<file path="src/rtl/serial_twos_pkg.sv">
// -----------------------------------------------------------------------------
// serial_twos_pkg
// Shared definitions for the bit-serial two's-complement negator:
//   - operand mode encodings (pass / negate / absolute value)
//   - FSM state encoding for the sequencer
//   - is_min_neg(): recognises the most negative value of a given width
//     (the only operand whose negation overflows)
// -----------------------------------------------------------------------------
package serial_twos_pkg;

    localparam logic [1:0] MODE_PASS = 2'b00;
    localparam logic [1:0] MODE_NEG  = 2'b01;
    localparam logic [1:0] MODE_ABS  = 2'b10;

    typedef enum logic [1:0] {
        S_IDLE  = 2'd0,
        S_SHIFT = 2'd1,
        S_DONE  = 2'd2
    } state_t;

    // True when the low 'width' bits of 'value' are 100...0.
    function automatic logic is_min_neg(input logic [63:0] value,
                                        input int unsigned width);
        logic [63:0] mask;
        logic [63:0] min_val;
        mask    = (width >= 64) ? '1 : ((64'd1 << width) - 64'd1);
        min_val = 64'd1 << (width - 1);
        return (value & mask) == min_val;
    endfunction

endpackage

</file>
<file path="src/rtl/serial_twos_bit_cell.sv">
// -----------------------------------------------------------------------------
// serial_twos_bit_cell
// One-bit slice of a serial two's-complement negator. Bits arrive LSB first;
// once the first '1' has passed, every later bit is inverted when negation is
// enabled (the classic "copy up to and including the first one, then flip").
//
// Ports:
//   clk, reset  : clock, synchronous active-high reset
//   b           : incoming serial bit
//   neg_en      : 1 = negate the stream, 0 = pass it through
//   clear       : restart the stream (clears found_one)
//   en          : advance one bit this cycle
//   ser_bit     : processed bit (combinational)
//   found_one   : a '1' has been seen on an earlier bit of this stream
// -----------------------------------------------------------------------------
module serial_twos_bit_cell (
    input  logic clk,
    input  logic reset,
    input  logic b,
    input  logic neg_en,
    input  logic clear,
    input  logic en,
    output logic ser_bit,
    output logic found_one
);

    // NOTE: clocked state uses non-blocking assignments so every flop samples
    // pre-edge values regardless of block ordering.
    always_ff @(posedge clk) begin
        if (reset || clear) begin
            found_one <= 1'b0;
        end else if (en) begin
            found_one <= found_one | b;
        end
    end

    // The current bit is compared against found_one from earlier bits only,
    // so the first '1' itself is copied unchanged.
    assign ser_bit = (neg_en && found_one) ? ~b : b;

endmodule

</file>
<file path="src/rtl/serial_twos_negator.sv">
// -----------------------------------------------------------------------------
// serial_twos_negator
// Bit-serial two's-complement unit: pass, negate or absolute value of a
// WIDTH-bit signed operand, processed LSB first over WIDTH cycles.
//
// Ports:
//   clk, reset  : clock, synchronous active-high reset
//   start       : load din/mode (accepted only while in_ready)
//   din         : signed operand
//   mode        : 00 pass, 01 negate, 10 abs, 11 pass
//   in_ready    : idle, able to accept start
//   busy        : shifting or holding a result
//   ser_bit     : processed bit of the current shift cycle, LSB first
//   ser_valid   : ser_bit is meaningful (exactly WIDTH cycles per operand)
//   dout        : result, valid while done; held until the next acceptance
//   done        : result available
//   out_ready   : consumer acknowledge; releases DONE
//   overflow    : negate/abs applied to the most negative value
// -----------------------------------------------------------------------------
module serial_twos_negator
    import serial_twos_pkg::*;
#(
    parameter  int WIDTH = 16,
    localparam int CNT_W = $clog2(WIDTH)
) (
    input  logic             clk,
    input  logic             reset,
    input  logic             start,
    input  logic [WIDTH-1:0] din,
    input  logic [1:0]       mode,
    output logic             in_ready,
    output logic             busy,
    output logic             ser_bit,
    output logic             ser_valid,
    output logic [WIDTH-1:0] dout,
    output logic             done,
    input  logic             out_ready,
    output logic             overflow
);

    localparam logic [CNT_W-1:0] LAST_BIT = CNT_W'(WIDTH - 1);

    state_t             state;
    logic [WIDTH-1:0]   shreg;
    logic [CNT_W-1:0]   cnt;
    logic               neg_en;
    logic               sign_in;
    logic               cell_bit;
    logic               found_one;
    logic               accept;
    logic               shifting;
    logic [WIDTH-1:0]   rotated;

    assign accept   = (state == S_IDLE) && start;
    assign shifting = (state == S_SHIFT);

    serial_twos_bit_cell u_cell (
        .clk       (clk),
        .reset     (reset),
        .b         (shreg[0]),
        .neg_en    (neg_en),
        .clear     (accept),
        .en        (shifting),
        .ser_bit   (cell_bit),
        .found_one (found_one)
    );

    // Processed bit re-enters at the top; after WIDTH rotations the register
    // holds the complete, bit-aligned result.
    assign rotated = {cell_bit, shreg[WIDTH-1:1]};

    always_ff @(posedge clk) begin
        if (reset) begin
            state   <= S_IDLE;
            shreg   <= '0;
            cnt     <= '0;
            neg_en  <= 1'b0;
            sign_in <= 1'b0;
            dout    <= '0;
            overflow <= 1'b0;
        end else begin
            case (state)
                S_IDLE: begin
                    if (start) begin
                        shreg   <= din;
                        neg_en  <= (mode == MODE_NEG) ||
                                   ((mode == MODE_ABS) && din[WIDTH-1]);
                        sign_in <= din[WIDTH-1];
                        cnt     <= '0;
                        state   <= S_SHIFT;
                    end
                end
                S_SHIFT: begin
                    shreg <= rotated;
                    if (cnt == LAST_BIT) begin
                        dout <= rotated;
                        // Negating 100...0 yields itself: a negative input
                        // with a negative result is the only overflow case.
                        overflow <= neg_en && sign_in && cell_bit;
                        state    <= S_DONE;
                    end else begin
                        cnt <= cnt + 1'b1;
                    end
                end
                S_DONE: begin
                    if (out_ready) begin
                        state <= S_IDLE;
                    end
                end
                default: state <= S_IDLE;
            endcase
        end
    end

    assign in_ready  = (state == S_IDLE);
    assign busy      = (state == S_SHIFT) || (state == S_DONE);
    assign done      = (state == S_DONE);
    assign ser_valid = shifting;
    assign ser_bit   = shifting && cell_bit;

endmodule

</file>
<file path="config.mk">
export PLATFORM = sky130hd
export DESIGN_NAME = serial_twos_negator
export DESIGN_NICKNAME = d
export VERILOG_FILES = /design/src/rtl/serial_twos_pkg.sv /design/src/rtl/serial_twos_bit_cell.sv /design/src/rtl/serial_twos_negator.sv
export SDC_FILE = /design/constraint.sdc
export NUM_CORES = 1
export LEC_CHECK = 0
export CELL_PAD_IN_SITES_DETAIL_PLACEMENT = 0
export CELL_PAD_IN_SITES_GLOBAL_PLACEMENT = 1
export CORE_MARGIN = 2
export CORE_UTILIZATION = 33
export CTS_CLUSTER_SIZE = 16
export DETAILED_ROUTE_END_ITERATION = 10
export GPL_ROUTABILITY_DRIVEN = 0
export PLACE_DENSITY = 0.84
export SLEW_MARGIN = 20
export SYNTH_ARGS = -nofsm -noshare
export SYNTH_HDL_FRONTEND = slang
export SYNTH_HIERARCHICAL = 1
export SYNTH_SLANG_ARGS = --single-unit
</file>
<file path="constraint.sdc">
create_clock -name clk -period 1.4 [get_ports clk]
set_input_delay 0.21 -clock clk [delete_from_list [all_inputs] [get_ports clk]]
set_output_delay 0.21 -clock clk [all_outputs]
set_load 0.03 [all_outputs]
</file>
# Word-level counts from Yosys, hierarchy flattened
# Cells that the tools add are included.
# totals
output_inout_bits,22
inputBits,22
wordCells,46
regBits,42
# op_classes
eq_ne,9
n_bitwise,2
add_sub_neg,1
reduce_logical,16
mux,10
# ops
op,n
16-bit case mux with 2 select lines,1
16-bit two-way mux,1
4-bit two-way mux,2
4-bit case mux with 2 select lines,1
1-bit logical AND,6
2-bit two-way mux,3
2-bit case mux with 3 select lines,1
2-bit AND reduction,3
3-bit AND reduction,2
4-bit by 1-bit adder with 4-bit output (second input constant),1
2-bit by 1-bit equality test with 1-bit output (second input constant),2
2-bit equality test (second input constant),2
4-bit equality test (second input constant),1
2-bit by 1-bit inequality test with 1-bit output (second input constant),2
2-bit inequality test (second input constant),2
1-bit logical OR,3
2-bit logical NOT,1
2-bit nonzero test,1
1-bit two-way mux,1
1-bit NOT,1
1-bit bitwise OR,1

# Logic depth before layout (Yosys ltp)
# Gate-level depths: netlist of run 1.
# logic_depth
ltp_word,3
depth_mapped,8
depth_no_buf,5

# By module
# The synthesis of run 1 kept the hierarchy.
# modules_own_cells
mod,cells_per_inst,seq_area_each_um2,n_inst,area_each_um2
serial_twos_negator,201,820.8,1,1860.5
serial_twos_bit_cell,5,20.0,1,47.5

# Worst setup path before layout of run 1
# Ideal clock, no wire load.
# synth_path
kind,reg-to-reg
start,register state[1]
end,register shreg[10]
arrival_ns,1.546
setup_time_ns,0.145
n_path_buf,3
synth_period_minus_slack_ns,1.690
path_slack_ns,-0.290
t_required_ns,1.255
path_stages_with_launch,9
path_cell_list,dfxtp_1 inv_1 ha_1 buf_6 mux2_4 buf_6 buf_6 nor2_1 a211oi_2
# synth_via
elab_chain_len,3
word_cells_on_any_way,6
cone_classes,2 x eq/ne; 1 x mux; 3 x reduce/logical
# synth_rtl
element,line,source
"start, declared",serial_twos_negator.sv:43,state_t state;
"start signal, assigned",serial_twos_negator.sv:74,state <= S_IDLE;
"start signal, assigned",serial_twos_negator.sv:90,state <= S_SHIFT;
"start signal, assigned",serial_twos_negator.sv:100,state <= S_DONE;
2-bit by 1-bit equality test with 1-bit output *,n/a,
net ser_valid,serial_twos_negator.sv:34,"output logic ser_valid,"
2-bit nonzero test (no source line),n/a,
2-bit AND reduction (no source line),n/a,
"end signal, assigned",serial_twos_negator.sv:85,shreg <= din;
"end signal, assigned",serial_twos_negator.sv:94,shreg <= rotated;
"end, declared",serial_twos_negator.sv:44,logic [WIDTH-1:0] shreg;
# The timed path passes the listed nets; every way through them passes the cells marked *.
# A chain may end at the register's enable or synchronous reset.

# Final worst setup path of run 1
# layout_path
start,register state[1]
end,register shreg[7]
# layout_via
elab_chain_len,3
word_cells_on_any_way,6
cone_classes,2 x eq/ne; 1 x mux; 3 x reduce/logical
# layout_rtl
element,line,source
2-bit by 1-bit equality test with 1-bit output or 2-bit logical NOT (tied branches),serial_twos_negator.sv:82,case (state)
2-bit nonzero test (no source line) or 2-bit inequality test (tied branches),n/a,
2-bit AND reduction (no source line),n/a,
# Several ways; a longest one is shown, not always the timed one.

==> results of run 1 <==
[per-stage QoR]
step | power (uW) | instance area (um2) | hold slack (ns)
final | 4240 | 2970 | 0.323
after global routing | 4450 | 2970 | 0.336
after CTS | 3960 | 2740 | 0.309
after detailed placement | 2780 | 2520 | 0.446
after global placement | 2750 | 2520 | 0.444
after floorplan | 2450 | 1970 | 0.281
[synthesized netlist by cell type]
master                      n
sky130_fd_sc_hd__nand3_1    2
sky130_fd_sc_hd__nand2_1   35
sky130_fd_sc_hd__and4_1     1
sky130_fd_sc_hd__dfxtp_1   42
sky130_fd_sc_hd__mux2_4     1
sky130_fd_sc_hd__a211oi_2  10
sky130_fd_sc_hd__nor3_1     1
sky130_fd_sc_hd__nor2_1    18
sky130_fd_sc_hd__nor3_2     1
sky130_fd_sc_hd__clkbuf_4   1
sky130_fd_sc_hd__inv_1      4
sky130_fd_sc_hd__a21bo_1    1
sky130_fd_sc_hd__a21boi_1   1
sky130_fd_sc_hd__o32ai_2    1
sky130_fd_sc_hd__nor3b_1    1
sky130_fd_sc_hd__nor2b_1    2
sky130_fd_sc_hd__clkbuf_1   8
sky130_fd_sc_hd__o31ai_1    1
sky130_fd_sc_hd__buf_4      1
sky130_fd_sc_hd__a211oi_1   8
sky130_fd_sc_hd__nand3b_1   1
sky130_fd_sc_hd__a31oi_1    1
sky130_fd_sc_hd__xnor2_1    1
sky130_fd_sc_hd__a21oi_2    1
sky130_fd_sc_hd__o21ai_0    1
sky130_fd_sc_hd__buf_2      2
sky130_fd_sc_hd__or2b_1     1
sky130_fd_sc_hd__a311oi_1   2
sky130_fd_sc_hd__and2_1     2
sky130_fd_sc_hd__nand2b_1   4
sky130_fd_sc_hd__nand4_1    3
sky130_fd_sc_hd__buf_6      5
sky130_fd_sc_hd__a21oi_1   20
sky130_fd_sc_hd__o31a_1     1
sky130_fd_sc_hd__mux2i_1   17
sky130_fd_sc_hd__ha_1       4
[worst reg2reg max path, stage by stage, from the launching register on]
cell and delay, ns:
sky130_fd_sc_hd__dfxtp_2 0.36, sky130_fd_sc_hd__inv_4 0.05, sky130_fd_sc_hd__ha_4 0.18, sky130_fd_sc_hd__buf_6 0.12
sky130_fd_sc_hd__mux2_4 0.34, sky130_fd_sc_hd__clkbuf_16 0.19, sky130_fd_sc_hd__a211oi_2 0.17
[final cells by class]
cell class                      instances  area [um2]
Inverter                                4        20.0
Clock inverter                          2        37.5
Tap cell                               72        90.1
Clock buffer                            6        72.6
Fill cell                             500        2570
Multi-Input combinational cell        145        1170
Sequential cell                        42         846
Timing Repair Buffer                   71         736
[kinds of logic (layout without fill, tap and decap cells)]
| kind of cell | count (synthesis) | count (layout) | synth area share (%) |
|---|---|---|---|
| simple gates | 72 | 72 | 17.0 |
| compound gates | 48 | 48 | 19.5 |
| xor+xnor | 1 | 1 | 0.459 |
| buf+inv | 21 | 83 | 6.62 |
| flops | 42 | 42 | 44.1 |
| fa+ha+maj | 4 | 4 | 2.62 |
| mux | 18 | 20 | 9.70 |
[registers in the layout, summed over array words and instances (netlist names)]
signal and flops:
neg_en 1, cnt 4, sign_in 1, u_cell/found_one 1, overflow 1, shreg 16, dout 16, state 2
[layout by cell type (no fill, tap or decap), types with 10 or more instances in the layout]
cell / count
sky130_fd_sc_hd__dfxtp_1: 40
sky130_fd_sc_hd__nand2_1: 35
sky130_fd_sc_hd__clkdlybuf4s50_1: 20
sky130_fd_sc_hd__a211oi_2: 17
sky130_fd_sc_hd__mux2i_1: 17
sky130_fd_sc_hd__dlygate4sd2_1: 17
sky130_fd_sc_hd__a21oi_1: 16
sky130_fd_sc_hd__buf_4: 15
sky130_fd_sc_hd__buf_6: 11
sky130_fd_sc_hd__nor2_4: 10
[worst max-delay path by stage]
stage                  start        end  slack [ns]
finish              state[1]   shreg[7]       -0.09
global route        state[1]  shreg[10]       -0.13
CTS                 state[1]     cnt[3]       -0.09
detailed placement     start  shreg[12]       -0.12
global placement       start   shreg[1]       -0.09
floorplan           state[1]   shreg[5]       -0.12
[metal layers]
metal / GRT usage [%] / vias to the layer above
met3: 4.07 / 7
met1: 18.9 / 808
met2: 23.8 / 32
met5: 0 / -
met4: 5.59 / 0
li1: - / 841
[power breakdown]
part | switching, uW | internal, uW
Combinational | 814 | 951
Clock | 419 | 532
Sequential | 169 | 1350
[timing repair]
action	in CTS	in global routing
pin swaps	4	1
setup endpoints to repair	40	42
resized for setup	40	34
cloned	1	4
buffers inserted	6	4
==> Implementation_results.wiki, run 1 <==
{| class="wikitable"
! Metric !! Value
|-
| Maximum level of the CTS H-tree || 2
|-
| Number of nets in the layout || 295
|-
| Routed wire length on met3 || 181 um
|-
| Element type at the critical path end || register
|-
| Flop2flop setup slack || -0.09 ns
|-
| Achievable frequency || 671 MHz
|-
| Global-route wire length before repair || 7360 um
|-
| Number of failing hold endpoints at the final stage || 0
|-
| TritonCTS buffer count || 5
|-
| Number of global-route vias before repair || 1,605
|-
| WP data arrival || 1.70 ns
|-
| Total Routed Length || 4850 um
|-
| Remaining Overflow, GRT || 0
|-
| Worst Slack Setup Final || -0.0903 ns
|-
| CP required || roughly 1.6 ns
|-
| Starting density of the core || 34.4%
|-
| Syn Inst Count || 206
|-
| Die boundary height || 80.0 um
|-
| Cell with the largest stage delay on the worst path || sky130_fd_sc_hd__dfxtp_2
|-
| Clock-pin transition on the worst setup and hold timing paths || 0.08 ns
|-
| Pre-CTS setup slack || -0.120 ns
|-
| Routed met2 length || approximately 2400 um
|-
| Portion of synthesized cell area occupied by the leading cell type || 44.1%
|-
| Sum of buffers and inverters on the critical path || 3
|-
| Highest layer used for signal routing || met4
|-
| Post-route setup TNS || -1.25 ns
|-
| Crit Path Category || reg -> reg
|-
| Number of cells on the worst reg-to-reg path || 6
|-
| Sequential area share after synthesis || 44.1%
|-
| Min-Delay Startpoint || reset
|-
| CTS tree || done
|-
| Max-cap violation count || 0
|-
| Non-filler cells in the finished layout || around 340
|-
| Share of layout cells above drive strength 1 || between 30% and 40%
|-
| Core Rows || 27
|-
| GRT Util Overall || 14.8%
|-
| Initial antenna violation count || 0
|-
| Number of sinks handled by clock tree synthesis || 42
|-
| Area of the core || 5540 um2
|-
| Leakage power of the design || around 0.0011 uW
|-
| Maximum clock insertion buffer count || 2
|-
| Number of nets in the synthesized netlist || 232
|-
| Cell type with the largest total area after synthesis || sky130_fd_sc_hd__dfxtp_1
|-
| Detailed placement HPWL || 3030 um
|-
| Die width || 80.0 um
|-
| Final period demand of the worst path || around 1.5 ns
|-
| Avg Synthesized Cell Area || 9.26 um2
|-
| Clock skew || 0.0115 ns
|-
| Number of synthesized register bits || 42
|-
| Synth area leaders || sky130_fd_sc_hd__dfxtp_1, sky130_fd_sc_hd__mux2i_1, sky130_fd_sc_hd__nand2_1, sky130_fd_sc_hd__a211oi_2, sky130_fd_sc_hd__a21oi_1
|-
| Slowest stage delay, CP || 0.36 ns
|-
| Worst-case vdd ir drop || 523 uV
|-
| Depth of the critical timing path with buffers and inverters included || 6
|-
| Maximum fanout along the worst path || 6
|-
| Worst slew margin relative to its limit || 72.2%
|-
| Number of remaining DRC errors || 0
|-
| Antenna viol nets, final || 0
|-
| Count of yosys warnings during synthesis || 6
|-
| Critical register-to-register path startpoint || state[1]
|-
| Met1 Wirelength || between 2000 and 2500 um
|-
| Class of the tightest hold or removal check || in -> reg
|-
| Result of the run || finished, violations left
|-
| IO buf count || 43
|-
| Post-detailed-route wirelength per cell || 14.2 um
|-
| Buffer cell driving the clock tree root || sky130_fd_sc_hd__clkbuf_8
|-
| Placed instance count || 320
|-
| Count of final setup violators || 27
|-
| Cells along the critical path || inv_4 -> ha_4 -> buf_6 -> mux2_4 -> clkbuf_16 -> a211oi_2
|-
| DIE AREA || around 6400 um2
|-
| Family with the most delay on the worst path || flip-flops
|-
| First DRT Iteration DRCs || 48
|-
| RSZ-0062 raised after global routing || true
|-
| ANT cells || 0
|-
| Post-synth cell types || 36
|-
| Fraction of the core area covered by cells at the end of the flow || a little over half
|-
| Pre-antenna DRT Iters || 4
|-
| Area of the mapped netlist || 1910 um2
|-
| Hold-critical path depth || 2
|-
| Power density over cell area || approximately 1400 nW/um2
|-
| Hold-fix buffer count after cts || 0
|-
| Startpoint class of the critical path || register
|-
| Hold Path Sink || sign_in
|-
| Fraction of the cycle the final worst path needs || 106%
|-
| Vias post-DR || 1,688
|-
| Max Slew Vio Count || 0
|-
| Pin count of the biggest net entering global routing || 28
|-
| Failing checks || setup timing
|-
| Reg2Reg Capture Point || shreg[7]
|-
| Post-synthesis to final-layout area growth || 55.8%
|-
| Insertion delay of the later-clocked pin in the worst-skew pair || 0.30 ns
|-
| Io pins || 44
|-
| Routed vias/inst || 4.94
|-
| Least-Margin Pin Slew || about 0.42 ns
|}
Note: power is estimated with default switching activity, not from simulation.
==> run 2: changes to the inputs <==
--- a/config.mk
+++ b/config.mk
@@ -8,11 +8,12 @@
 export CELL_PAD_IN_SITES_DETAIL_PLACEMENT = 0
 export CELL_PAD_IN_SITES_GLOBAL_PLACEMENT = 1
 export CORE_MARGIN = 2
-export CORE_UTILIZATION = 33
+export CORE_UTILIZATION = 30
 export CTS_CLUSTER_SIZE = 16
 export DETAILED_ROUTE_END_ITERATION = 10
 export GPL_ROUTABILITY_DRIVEN = 0
-export PLACE_DENSITY = 0.84
+export MAX_ROUTING_LAYER = met4
+export PLACE_DENSITY = 0.78
 export SLEW_MARGIN = 20
 export SYNTH_ARGS = -nofsm -noshare
 export SYNTH_HDL_FRONTEND = slang
==> run 2 against run 1 <==
The run still ends with setup timing left. Clock skew fell by 0.0034 ns. Total power is 1.1% higher. Critical path depth rose by 1. Global-route usage shrank 0.89 points. Clock-buffer cell count up 1. Routed wire length down 2.1%. Combinational power increased by 3%. First-iteration DRC count is 13% higher. Largest cell class unchanged. Worst hold slack improved by 0.035 ns. Non-clock buffer count increased by 1.
==> Implementation_results.wiki, run 2 (synthesis results as in run 1) <==
{| class="wikitable"
! Metric !! Value
|-
| Result of the run || finished, violations left
|-
| Failing checks || setup timing
|-
| Number of sinks handled by clock tree synthesis || 42
|-
| Core Rows || 29
|-
| Crit Path Category || reg -> reg
|-
| Max-cap violation count || 0
|-
| Post-route setup TNS || -1.03 ns
|-
| Worst slew margin relative to its limit || 66.3%
|-
| Min-Delay Startpoint || reset
|-
| Leakage power of the design || approximately 0.0012 uW
|-
| CP required || 1.58 ns
|-
| Worst Slack Setup Final || -0.0986 ns
|-
| Post-detailed-route wirelength per cell || 13.7 um
|-
| Met2 global-route usage || 22.5%
|-
| Fraction of the cycle the final worst path needs || 107%
|-
| Pre-antenna DRT Iters || 4
|-
| Hold-fix buffer count after cts || 0
|-
| Cells along the critical path || inv_4 -> ha_4 -> buf_6 -> mux2_4 -> buf_8 -> nor2_2 -> a211oi_2
|-
| Family with the most delay on the worst path || flip-flops
|-
| Die boundary height || ~84 um
|-
| Clock-pin transition on the worst setup and hold timing paths || roughly 0.08 ns
|-
| Critical register-to-register path startpoint || state[1]
|-
| WP data arrival || 1.68 ns
|-
| GRT Util Overall || about 14%
|-
| Antenna viol nets, final || 0
|-
| IO buf count || 43
|-
| Sum of buffers and inverters on the critical path || 3
|-
| Number of cells on the worst reg-to-reg path || 7
|-
| Element type at the critical path end || register
|-
| ANT cells || 0
|-
| Hold-critical path depth || 2
|-
| Post-synthesis to final-layout area growth || 58.6%
|-
| Flop2flop setup slack || -0.1 ns
|-
| Share of layout cells above drive strength 1 || 37.3%
|-
| Achievable frequency || 667 MHz
|-
| Number of failing hold endpoints at the final stage || 0
|-
| Cell with the largest stage delay on the worst path || sky130_fd_sc_hd__dfxtp_2
|-
| GRT busiest layer || met2
|-
| Maximum level of the CTS H-tree || 2
|-
| Count of final setup violators || 19
|-
| Final period demand of the worst path || 1.50 ns
|-
| Hold slack final || between 0.3 and 0.4 ns
|-
| Clock skew || 0.00807 ns
|-
| Slowest stage delay, CP || 0.36 ns
|-
| Number of global-route vias before repair || 1,632
|-
| Power density over cell area || 1420 nW/um2
|-
| DIE AREA || 7010 um2
|-
| Maximum fanout along the worst path || 8
|-
| Remaining Overflow, GRT || 0
|-
| Worst-case vdd ir drop || roughly 540 uV
|-
| Vias post-DR || roughly 1,700
|-
| Total Routed Length || 4750 um
|-
| Routed vias/inst || 4.78
|-
| Met1 routing resource usage after global routing || between 10% and 20%
|-
| Buffer cell driving the clock tree root || sky130_fd_sc_hd__clkbuf_8
|-
| Area of the core || 6240 um2
|-
| Global-route wire length before repair || just under 8000 um
|-
| Insertion delay of the later-clocked pin in the worst-skew pair || 0.29 ns
|-
| Number of nets in the layout || 296
|-
| Fraction of the core area covered by cells at the end of the flow || just under 50%
|-
| Initial antenna violation count || 0
|-
| Io pins || 44
|-
| Global-route met3 utilization || 3.26%
|-
| Detailed placement HPWL || 3010 um
|-
| Depth of the critical timing path with buffers and inverters included || 7
|-
| Startpoint class of the critical path || register
|-
| Least-Margin Pin Slew || ~0.51 ns
|-
| Class of the tightest hold or removal check || in -> reg
|-
| Max Slew Vio Count || 0
|-
| Largest registers || dout: 16 flops, shreg: 16 flops, cnt: 4 flops
|-
| Starting density of the core || 30.6%
|-
| Die width || 83.8 um
|-
| RSZ-0062 raised after global routing || true
|-
| Pin count of the biggest net entering global routing || 24
|-
| Maximum clock insertion buffer count || 2
|-
| Reg2Reg Capture Point || shreg[3]
|-
| Most common cell after layout, fill and taps aside || sky130_fd_sc_hd__dfxtp_1
|-
| Commonest cells after routing, fill and taps aside || sky130_fd_sc_hd__dfxtp_1, sky130_fd_sc_hd__nand2_1, sky130_fd_sc_hd__clkdlybuf4s50_1
|-
| Hold Path Sink || sign_in
|-
| CTS tree || done
|-
| Number of remaining DRC errors || 0
|-
| First DRT Iteration DRCs || 54
|-
| TritonCTS buffer count || 5
|}
-- run 2: worst max path at each step --
stage / from / endpoint
global placement: start / shreg[5]
floorplan: state[1] / shreg[5]
finish: state[1] / shreg[3]
global route: state[1] / shreg[3]
CTS: state[1] / ser_bit
detailed placement: start / shreg[3]
-- run 2: through the flow --
stage	worst slack, ns	power [uW]	instances	area [um2]
floorplan	-0.116	2450	206	1970
global placement	-0.0927	2680	325	2500
detailed placement	-0.151	2720	325	2500
CTS	-0.113	4200	347	2910
global route	-0.156	4530	348	3030
finish	-0.0986	4280	348	3030
-- run 2: metal layers --
layer  wire [um]  vias to the layer above
met5           0                        -
met4          12                        0
met3         187                        2
met2        2320                       32
met1        2240                      782
li1            -                      848
-- run 2: cell type report --
class / instances / area [um2]
Timing Repair Buffer: 72 / 754
Sequential cell: 42 / 847
Inverter: 4 / 17.5
Tap cell: 77 / 96.3
Multi-Input combinational cell: 145 / 1200
Clock inverter: 1 / 30.0
Clock buffer: 7 / 76.3
Fill cell: 606 / 3210
-- run 2: worst reg2reg max path, cell delays in order (launching register included) --
cell	delay [ns]
sky130_fd_sc_hd__dfxtp_2	0.36
sky130_fd_sc_hd__inv_4	0.05
sky130_fd_sc_hd__ha_4	0.16
sky130_fd_sc_hd__buf_6	0.13
sky130_fd_sc_hd__mux2_4	0.35
sky130_fd_sc_hd__buf_8	0.17
sky130_fd_sc_hd__nor2_2	0.11
sky130_fd_sc_hd__a211oi_2	0.06
-- run 2: what timing repair did --
action | 4_1_cts | 5_1_grt
resized for setup | 60 | 30
buffers inserted | 7 | 1
pin swaps | 3 | 9
gates cloned | 7 | 0
endpoints found under the setup margin | 44 | 43
-- run 2: where the power goes --
group          switching (uW)  leakage [uW]  internal (uW)
clock                     399     0.0000524            534
sequential                181      0.000344           1350
combinational             833      0.000769            985
